[config.mk]
export PLATFORM = sky130hd
export DESIGN_NAME = iis_tx_stream_flat
export DESIGN_NICKNAME = d
export VERILOG_FILES = /design/src/rtl/iis_tx_stream_pkg.sv /design/src/rtl/iis_tx_stream_if.sv /design/src/rtl/iis_tx_stream_edge_sync.sv /design/src/rtl/iis_tx_stream.sv /design/src/flat_wrapper.sv
export SDC_FILE = /design/constraint.sdc
export NUM_CORES = 1
export LEC_CHECK = 0
export BUFFER_PORTS_ARGS = -buffer_cell sky130_fd_sc_hd__buf_2
export CAP_MARGIN = 20
export CORE_MARGIN = 5
export CORE_UTILIZATION = 54
export DETAILED_ROUTE_END_ITERATION = 10
export PLACE_DENSITY = 0.76
export RECOVER_POWER = 25
export SLEW_MARGIN = 20
export SYNTH_ARGS = -nofsm -noshare
export SYNTH_HDL_FRONTEND = slang
export SYNTH_HIERARCHICAL = 1
export SYNTH_SLANG_ARGS = --single-unit
[constraint.sdc]
create_clock -name clk_100m -period 2.7 [get_ports clk_100m]
set_input_delay 0.54 -clock clk_100m [delete_from_list [all_inputs] [get_ports clk_100m]]
set_output_delay 0.54 -clock clk_100m [all_outputs]
set_load 0.02 [all_outputs]
[src/rtl/iis_tx_stream_pkg.sv]
// Shared constants, FSM state encoding and parameter sanity checks for the I2S transmitter.
package iis_tx_stream_pkg;

  localparam int MODE_I2S = 0;
  localparam int MODE_LJ  = 1;

  typedef enum logic [3:0] {
    ST_IDLE   = 4'b0001,
    ST_WAIT_L = 4'b0010,
    ST_LEFT   = 4'b0100,
    ST_RIGHT  = 4'b1000
  } iis_state_e;

  function automatic bit widths_ok(input int data_w, input int slot_w, input int mode);
    return (data_w >= 8) && (data_w <= 32) && (slot_w >= data_w) && (slot_w <= 32) &&
           ((mode == MODE_I2S) || (mode == MODE_LJ));
  endfunction

endpackage

[src/rtl/iis_tx_stream_if.sv]
// Sample-pair valid/ready stream feeding the I2S transmitter.
interface iis_tx_stream_if #(
  parameter int DATA_W = 24
);
  logic              s_valid;
  logic              s_ready;
  logic [DATA_W-1:0] s_ldata;
  logic [DATA_W-1:0] s_rdata;

  modport master (output s_valid, output s_ldata, output s_rdata, input s_ready);
  modport slave  (input s_valid, input s_ldata, input s_rdata, output s_ready);
endinterface

[src/rtl/iis_tx_stream_edge_sync.sv]
// Two-flop synchroniser for a codec clock pin plus single-cycle rise/fall strobes.
module iis_edge_sync (
  input  logic i_clk,
  input  logic i_rst_n,
  input  logic i_d,
  output logic o_rise,
  output logic o_fall
);
  logic [1:0] r_sync;
  logic       r_prev;

  always_ff @(posedge i_clk or negedge i_rst_n) begin
    if (!i_rst_n) begin
      r_sync <= '0;
      r_prev <= 1'b0;
    end else begin
      r_sync <= {r_sync[0], i_d};
      r_prev <= r_sync[1];
    end
  end

  assign o_rise = r_sync[1] & ~r_prev;
  assign o_fall = ~r_sync[1] & r_prev;
endmodule

[src/rtl/iis_tx_stream.sv]
// I2S / left-justified slave transmitter: one-entry sample hold, slot FSM, serialiser and error flags.
module iis_tx_stream
  import iis_tx_stream_pkg::*;
#(
  parameter int DATA_W = 24,
  parameter int SLOT_W = 32,
  parameter int MODE   = MODE_I2S
) (
  input  logic           clk_100m,
  input  logic           rst_n,
  input  logic           en,
  input  logic           bclk,
  input  logic           lrclk,
  iis_tx_stream_if.slave s,
  output logic           sdata_o,
  output logic           underrun,
  output logic           frame_err
);
  localparam int               CNT_W   = $clog2(SLOT_W + 1);
  localparam logic [CNT_W-1:0] CNT_MAX = CNT_W'(SLOT_W);

  if (!widths_ok(DATA_W, SLOT_W, MODE)) begin : g_bad_cfg
    $error("iis_tx_stream: unsupported DATA_W/SLOT_W/MODE combination");
  end

  iis_state_e        r_state, w_state_next;
  logic              w_bclk_fall, w_bclk_rise_unused, w_lr_rise, w_lr_fall;
  logic              w_l_start, w_r_start, w_accept, w_shift;
  logic              r_hold_full;
  logic [DATA_W-1:0] r_hold_l, r_hold_r, r_shl, r_shr, w_shl, w_shr;
  logic [CNT_W-1:0]  r_cnt, w_cnt;
  logic              r_skip, w_skip;
  logic              r_sdata, r_underrun, r_frame_err;

  iis_edge_sync u_bclk_sync (
    .i_clk (clk_100m), .i_rst_n(rst_n), .i_d(bclk),
    .o_rise(w_bclk_rise_unused), .o_fall(w_bclk_fall)
  );

  iis_edge_sync u_lr_sync (
    .i_clk (clk_100m), .i_rst_n(rst_n), .i_d(lrclk),
    .o_rise(w_lr_rise), .o_fall(w_lr_fall)
  );

  assign s.s_ready = en & ~r_hold_full & (r_state != ST_IDLE);
  assign w_accept  = s.s_valid & s.s_ready;

  always_ff @(posedge clk_100m or negedge rst_n) begin
    if (!rst_n) r_state <= ST_IDLE;
    else        r_state <= w_state_next;
  end

  always_comb begin
    w_state_next = r_state;
    w_l_start    = 1'b0;
    w_r_start    = 1'b0;
    case (r_state)
      ST_IDLE:   w_state_next = ST_WAIT_L;
      ST_WAIT_L: if (w_lr_fall) begin
        w_state_next = ST_LEFT;
        w_l_start    = 1'b1;
      end
      ST_LEFT, ST_RIGHT: begin
        if (w_lr_fall) begin
          w_state_next = ST_LEFT;
          w_l_start    = 1'b1;
        end else if (w_lr_rise) begin
          w_state_next = ST_RIGHT;
          w_r_start    = 1'b1;
        end
      end
      default:   w_state_next = ST_IDLE;
    endcase
    if (!en) begin
      w_state_next = ST_IDLE;
      w_l_start    = 1'b0;
      w_r_start    = 1'b0;
    end
  end

  // Slot-start values are resolved first so a coincident bclk_fall shifts the freshly loaded word.
  always_comb begin
    w_shl  = r_shl;
    w_shr  = r_shr;
    w_cnt  = r_cnt;
    w_skip = r_skip;
    if (w_l_start) begin
      if (r_hold_full) begin
        w_shl = r_hold_l;
        w_shr = r_hold_r;
      end else if (s.s_valid) begin
        w_shl = s.s_ldata;
        w_shr = s.s_rdata;
      end else begin
        w_shl = '0;
        w_shr = '0;
      end
      w_cnt  = '0;
      w_skip = (MODE == MODE_I2S);
    end else if (w_r_start) begin
      w_cnt  = '0;
      w_skip = (MODE == MODE_I2S);
    end
  end

  assign w_shift = w_bclk_fall & ((w_state_next == ST_LEFT) | (w_state_next == ST_RIGHT));

  always_ff @(posedge clk_100m or negedge rst_n) begin
    if (!rst_n) begin
      r_hold_full <= 1'b0;
      r_hold_l    <= '0;
      r_hold_r    <= '0;
      r_shl       <= '0;
      r_shr       <= '0;
      r_cnt       <= '0;
      r_skip      <= 1'b0;
      r_sdata     <= 1'b0;
      r_underrun  <= 1'b0;
      r_frame_err <= 1'b0;
    end else if (!en) begin
      r_hold_full <= 1'b0;
      r_hold_l    <= '0;
      r_hold_r    <= '0;
      r_shl       <= '0;
      r_shr       <= '0;
      r_cnt       <= '0;
      r_skip      <= 1'b0;
      r_sdata     <= 1'b0;
      r_underrun  <= 1'b0;
      r_frame_err <= 1'b0;
    end else begin
      r_underrun  <= w_l_start & ~r_hold_full & ~s.s_valid;
      r_frame_err <= (w_l_start | w_r_start) & (r_state != ST_WAIT_L) &
                     (r_cnt != '0) & (r_cnt < CNT_MAX);
      if (w_l_start && r_hold_full) begin
        r_hold_full <= 1'b0;
      end else if (w_accept && !w_l_start) begin
        r_hold_full <= 1'b1;
        r_hold_l    <= s.s_ldata;
        r_hold_r    <= s.s_rdata;
      end
      r_shl  <= w_shl;
      r_shr  <= w_shr;
      r_cnt  <= w_cnt;
      r_skip <= w_skip;
      if (w_shift) begin
        if (w_cnt < CNT_MAX) r_cnt <= w_cnt + CNT_W'(1);
        if (w_skip) begin
          r_sdata <= 1'b0;
          r_skip  <= 1'b0;
        end else if (w_state_next == ST_LEFT) begin
          r_sdata <= w_shl[DATA_W-1];
          r_shl   <= {w_shl[DATA_W-2:0], 1'b0};
        end else begin
          r_sdata <= w_shr[DATA_W-1];
          r_shr   <= {w_shr[DATA_W-2:0], 1'b0};
        end
      end
    end
  end

  assign sdata_o   = r_sdata;
  assign underrun  = r_underrun;
  assign frame_err = r_frame_err;
endmodule
[src/flat_wrapper.sv]
// flat-port wrapper written by rule: the top's interface ports become plain ports
module iis_tx_stream_flat import iis_tx_stream_pkg::*;
#(
  parameter int DATA_W = 24,
  parameter int SLOT_W = 32,
  parameter int MODE   = MODE_I2S
)
  (clk_100m, rst_n, en, bclk, lrclk, sdata_o, underrun, frame_err, s_s_valid, s_s_ldata, s_s_rdata, s_s_ready);
  iis_tx_stream_if #(.DATA_W(DATA_W)) s_i ();
  input  logic clk_100m;
  input  logic rst_n;
  input  logic en;
  input  logic bclk;
  input  logic lrclk;
  output logic sdata_o;
  output logic underrun;
  output logic frame_err;
  input wire logic [$bits(s_i.s_valid)-1:0] s_s_valid;
  input wire logic [$bits(s_i.s_ldata)-1:0] s_s_ldata;
  input wire logic [$bits(s_i.s_rdata)-1:0] s_s_rdata;
  output wire logic [$bits(s_i.s_ready)-1:0] s_s_ready;
  assign s_i.s_valid = s_s_valid;
  assign s_i.s_ldata = s_s_ldata;
  assign s_i.s_rdata = s_s_rdata;
  assign s_s_ready = s_i.s_ready;
  iis_tx_stream #(.DATA_W(DATA_W), .SLOT_W(SLOT_W), .MODE(MODE)) u_core (.clk_100m(clk_100m), .rst_n(rst_n), .en(en), .bclk(bclk), .lrclk(lrclk), .s(s_i), .sdata_o(sdata_o), .underrun(underrun), .frame_err(frame_err));
endmodule
=== Word level (Yosys, flattened, before mapping) ===
Index checks and enable logic that the tools add are counted.

* $add $sub $neg: 1
* $mul: 0
* Divide/modulo/power cells: 0
* Magnitude comparators: 2
* Equal/unequal tests: 12
* Shift-type cells: 0
* Mux-type cells: 50
* Bitwise gates (word level): 19
* Reductions and logical operators: 7

{| class="wikitable"
|+ Operator list
! cell !! count
|-
| 2-to-1 mux 24 bit || 20
|-
| 2-to-1 mux 6 bit || 5
|-
| 2-to-1 mux 1 bit || 20
|-
| 2-to-1 mux 4 bit || 4
|-
| bitwise AND 1 bit || 12
|-
| less-than comparator 6 bit, second input constant || 2
|-
| case mux 4 bit (3 select lines) || 1
|-
| equality test 4 x 3 -> 1 bit, second input constant || 2
|-
| equality test 4 bit, second input constant || 2
|-
| adder 6 x 1 -> 6 bit, second input constant || 1
|-
| nonzero test 6 bit || 1
|-
| inverter 1 bit || 5
|-
| equality test 4 x 1 -> 1 bit, second input constant || 1
|-
| equality test 4 x 2 -> 1 bit, second input constant || 1
|-
| != test 2 x 1 -> 1 bit, second input constant || 2
|-
| != test 4 x 1 -> 1 bit, second input constant || 1
|-
| != test 4 x 2 -> 1 bit, second input constant || 1
|-
| != test 3 x 1 -> 1 bit, second input constant || 1
|-
| OR reduction 3 bit || 1
|-
| logical AND 1 bit || 2
|-
| != test 2 bit, second input constant || 1
|-
| bitwise OR 1 bit || 2
|-
| AND reduction 2 bit || 1
|-
| OR reduction 2 bit || 1
|-
| zero test 1 bit || 1
|}

* Register bits after elaboration: 117
* Bits in latches: 0
* RAM bits: 0
* Bits in read-only memories: 0
* Bits of input ports: 54
* Logic and storage cells: 106
* Memories: 0

=== Depth between registers and ports, before layout ===
* Depth after elaboration: 12
* Depth in mapped cells: 12
* Mapped depth without buffers: 11

=== Modules after synthesis ===
The synthesis kept the hierarchy.

{| class="wikitable"
|+ By module, submodules not included
! module !! instances !! cells an instance !! area each (µm²) !! sequential area each (µm²)
|-
| iis_tx_stream || 1 || 568 || 5906.9 || 2778.9
|-
| iis_edge_sync || 2 || 5 || 90.1 || 75.1
|}

=== Least setup slack after synthesis ===
Ideal clock, no wire load.

* Path kind: reg-to-reg
* Start: register u_core.u_lr_sync.r_prev
* End: register u_core.r_cnt[4]
* Setup time: 0.135 ns
* Arrival time: 2.325 ns
* Required time: 2.565 ns
* Slack: 0.240 ns
* Stages on the path, launching flop included: 13
* Clock period less this slack: 2.460 ns
* Path through: dfrtp_1 > and2b_2 > buf_2 > or2_2 > a31oi_2 > nand2b_1 > and2_1 > ha_1 > inv_1 > nor3_1 > nand3_1 > nand4_1 > o31ai_1

* Elaborated cells on any way between the ends: 26

{| class="wikitable"
|+ RTL lines
! element !! line !! RTL
|-
| start: declaration || iis_tx_stream_edge_sync.sv:10 || <nowiki>logic r_prev;</nowiki>
|-
| start signal: assignment || iis_tx_stream_edge_sync.sv:18 || <nowiki>r_prev <= r_sync[1];</nowiki>
|-
| bitwise AND 1 bit (*) || iis_tx_stream_edge_sync.sv:23 || <nowiki>assign o_fall = ~r_sync[1] & r_prev;</nowiki>
|-
| via u_core.w_lr_fall || iis_tx_stream.sv:27 || <nowiki>logic w_bclk_fall, w_bclk_rise_unused, w_lr_rise, w_lr_fall;</nowiki>
|-
| 2-to-1 mux 1 bit || iis_tx_stream.sv:64 || <nowiki>if (w_lr_fall) begin</nowiki>
|-
| 2-to-1 mux 1 bit || iis_tx_stream.sv:57 || <nowiki>case (r_state)</nowiki>
|-
| 2-to-1 mux 1 bit || iis_tx_stream.sv:74 || <nowiki>if (!en) begin</nowiki>
|-
| 2-to-1 mux 6 bit || iis_tx_stream.sv:100 || <nowiki>end else if (w_r_start) begin</nowiki>
|-
| 2-to-1 mux 6 bit || iis_tx_stream.sv:87 || <nowiki>if (w_l_start) begin</nowiki>
|-
| adder 6 x 1 -> 6 bit or less-than comparator 6 bit (tied branches) || iis_tx_stream.sv:147 || <nowiki>if (w_cnt < CNT_MAX) r_cnt <= w_cnt + CNT_W'(1);</nowiki>
|-
| 2-to-1 mux 6 bit || iis_tx_stream.sv:147 ||
|-
| 2-to-1 mux 6 bit (*) || iis_tx_stream.sv:146 || <nowiki>if (w_shift) begin</nowiki>
|-
| 2-to-1 mux 6 bit (*) || iis_tx_stream.sv:120 || <nowiki>end else if (!en) begin</nowiki>
|-
| end signal: assignment || iis_tx_stream.sv:144 || <nowiki>r_cnt <= w_cnt;</nowiki>
|-
| end signal: assignment || iis_tx_stream.sv:147 ||
|-
| end: declaration || iis_tx_stream.sv:31 || <nowiki>logic [CNT_W-1:0] r_cnt, w_cnt;</nowiki>
|}

The timed path passes the listed nets; every way through them passes the cells marked *.
A chain may end at the register's enable or synchronous reset.

=== Worst setup path after layout ===
Ends and elaborated chain as after synthesis.

==> results by group <==
Die
  – Die H: about 120 µm
  – # IOs: 58
  – Initial Utilization: 0.556
  – Core Box Area: approximately 0.011 mm²
  – Cell Rows: 38
  – Horiz. Die Dim: between 100 and 150 µm
  – Die ar.: approximately 0.013 mm²

Global routing
  – All-Layer GR Usage: 0.199
  – Number of global-route vias before repair: 4404
  – First-pass GRT wire length: 21.3 mm
  – Largest net degree at the start of global routing: between 100 and 150
  – Initial antenna violation count: 0
  – GRT overflow: 0

Clock tree
  – Htree depth: 4
  – Count of clock tree sinks: between 100 and 150
  – CTS Root Cell: clkbuf_16
  – CTS tree: yes
  – TritonCTS Buffers: 17
  – Postcts setup bufs: 0
  – Worst skew pair latency: 410 ps
  – Hold buffers post-CTS: 0
  – Clock buffer depth: 2
  – Clock transition at path regs: ~50 ps
  – CTS resizes: 0

Placement
  – Dpl cells: 737
  – DP Wirelength: ~7.9 mm
  – Final GP Congestion: around 0.86
  – Port bufs: 57
  – Post-DP Area: between 0.006 and 0.007 mm²

Pwr
  – VDD IR max: around 0.48 mV
  – Power per cell area: approximately 660 mW/mm²
  – Leak Pwr: between 3 and 4 nW

Worst setup path
  – Cell count of the worst reg-to-reg path: 11
  – Worst endpoint data arrival time: 2710 ps
  – Worst Setup Start Kind: register
  – Setup CP Type: register to register
  – Crit path max fanout: 9
  – Nature of the critical path endpoint: register
  – WP data required: a little under 3000 ps
  – R2R Setup Slk: around 240 ps

Synthesis
  – Syn_area_per_cell: 10.5 µm²
  – Synth Cell Area: 0.00608 mm²
  – Synth warn: 6
  – Syn Nets: 632
  – Synth Instances: approximately 580

Timing
  – Setup TNS: 0 ps
  – Fin crit share: 0.911
  – Worst-margin pin slew: 1590 ps
  – Unrepaired setup endpoints after global routing: no
  – FMAX: just over 400 MHz
  – Setup Skew: about 14 ps
  – Final max-slew violation count: roughly 120
  – Slew HR: -0.0587
  – Final number of setup-violating endpoints: 0
  – Post-layout min period: between 2000 and 2500 ps
  – Final hold violation count: 0

Route
  – Vias per cell: 5.82
  – Via count: between 4000 and 5000
  – DRC Markers: 0
  – Initial DRC count: about 340
  – DR WL/cell: 16.7 µm
  – Antenna Nets Post-Route: 0
  – Iteration count of the initial detailed-routing pass: 5
  – Routed WL: between 10 and 15 mm

Job
  – Max-cap violations: 1

Outcome
  – Failing checks: max-capacitance violations, max-slew violations
  – Status: complete, but fails checks

Final layout
  – Fin area: 0.00694 mm²
  – Reg area: 0.00293 mm²
  – Layout area overhead: 14.2%
  – Antenna diodes: 0
  – Total Nets Final: roughly 670
  – Share of layout cells above drive strength 1: 0.215
  – Final Non-Filler Cells: around 770
  – Multi-input logic area: roughly 0.0028 mm²
  – Fillers: roughly 900

Hold path
  – Hold Path Depth: 1
  – Worst Hold Class: primary input to register
sequential cells by signal (all words and copies together) (netlist names):
register                   count
u_core/r_shl                  24
u_core/u_lr_sync/r_prev        1
u_core/r_hold_r               24
u_core/r_cnt                   6
u_core/sdata_o                 1
u_core/frame_err               1
u_core/r_hold_l               24
u_core/u_bclk_sync/r_prev      1
u_core/r_shr                  24
u_core/u_lr_sync/r_sync        2
u_core/underrun                1
u_core/u_bclk_sync/r_sync      2
u_core/r_hold_full             1
u_core/r_state                 4
u_core/r_skip                  1
power breakdown:
group	leakage (nW)	switching, mW	total (mW)	internal, mW
Sequential	1.61	0.0745	1.92	1.84
Combinational	1.18	0.345	0.567	0.221
Clock	0.281	0.757	2.13	1.37
Total	3.07	1.18	4.62	3.44
cells in the final DEF (no fill, tap or decap), types with 3 or more instances in the layout:
cell	instances
mux2_1	4
clkinv_2	4
dfrtp_1	115
nor2b_1	5
a221o_1	22
nand4_1	3
mux2_2	19
and2_1	4
inv_1	5
mux2i_1	95
o21ai_0	28
nor2_1	76
buf_4	11
buf_2	56
nand2_1	59
a21oi_1	8
nor4_1	3
nor3_1	6
clkbuf_8	5
nand3_1	6
clkbuf_16	17
o211ai_1	26
worst paths after layout:
kind | from | endpoint
worst min-delay path | lrclk | u_core/u_lr_sync/r_sync[0]
min in group asynchronous | rst_n | u_core/r_cnt[5]
worst max-delay path | u_core/u_lr_sync/r_prev | u_core/r_cnt[4]
worst max register to register | u_core/u_lr_sync/r_prev | u_core/r_cnt[4]
max in group asynchronous | rst_n | u_core/r_hold_full
worst min register to register | u_core/u_bclk_sync/r_sync[1] | u_core/u_bclk_sync/r_prev
stage by stage:
| stage | setup slack [ps] | power (mW) | hold slack (ps) | util |
|---|---|---|---|---|
| 2_1_floorplan | 240 | 2.34 | 244 | - |
| 3_3_place_gp | 395 | 2.49 | 335 | 0.584 |
| 3_5_place_dp | 276 | 2.51 | 336 | 0.584 |
| 4_1_cts | 250 | 4.66 | 219 | 0.636 |
| 5_1_grt | 16.3 | 4.81 | 220 | 0.635 |
| 6_report | 240 | 4.62 | 229 | 0.635 |
worst max-delay path: stages (launching register included):
cell	delay [ps]
dfrtp_1	370
and2b_2	250
or2_2	350
a31oi_2	200
nand2b_1	220
and2_1	160
ha_1	180
inv_1	60
nor3_1	200
nand3_1	120
nand4_1	120
o31ai_1	70
metal layers:
layer | part of all wire | GRT usage
met2 | 0.49 | 0.316
met1 | 0.45 | 0.270
met4 | 0.0088 | 0.0619
met3 | 0.053 | 0.0523
met5 | 0 | 0
final cells by class:
class | instances | share of cell area
clock buffers | 23 | 0.0717
clock inverters | 8 | 0.0106
inverters | 6 | 0.00324
multi-input cells | 403 | 0.407
flip-flops and latches | 117 | 0.422
well taps | 140 | 0.0252
repair buffers | 71 | 0.0602
Note: power is estimated with default switching activity, not from simulation.
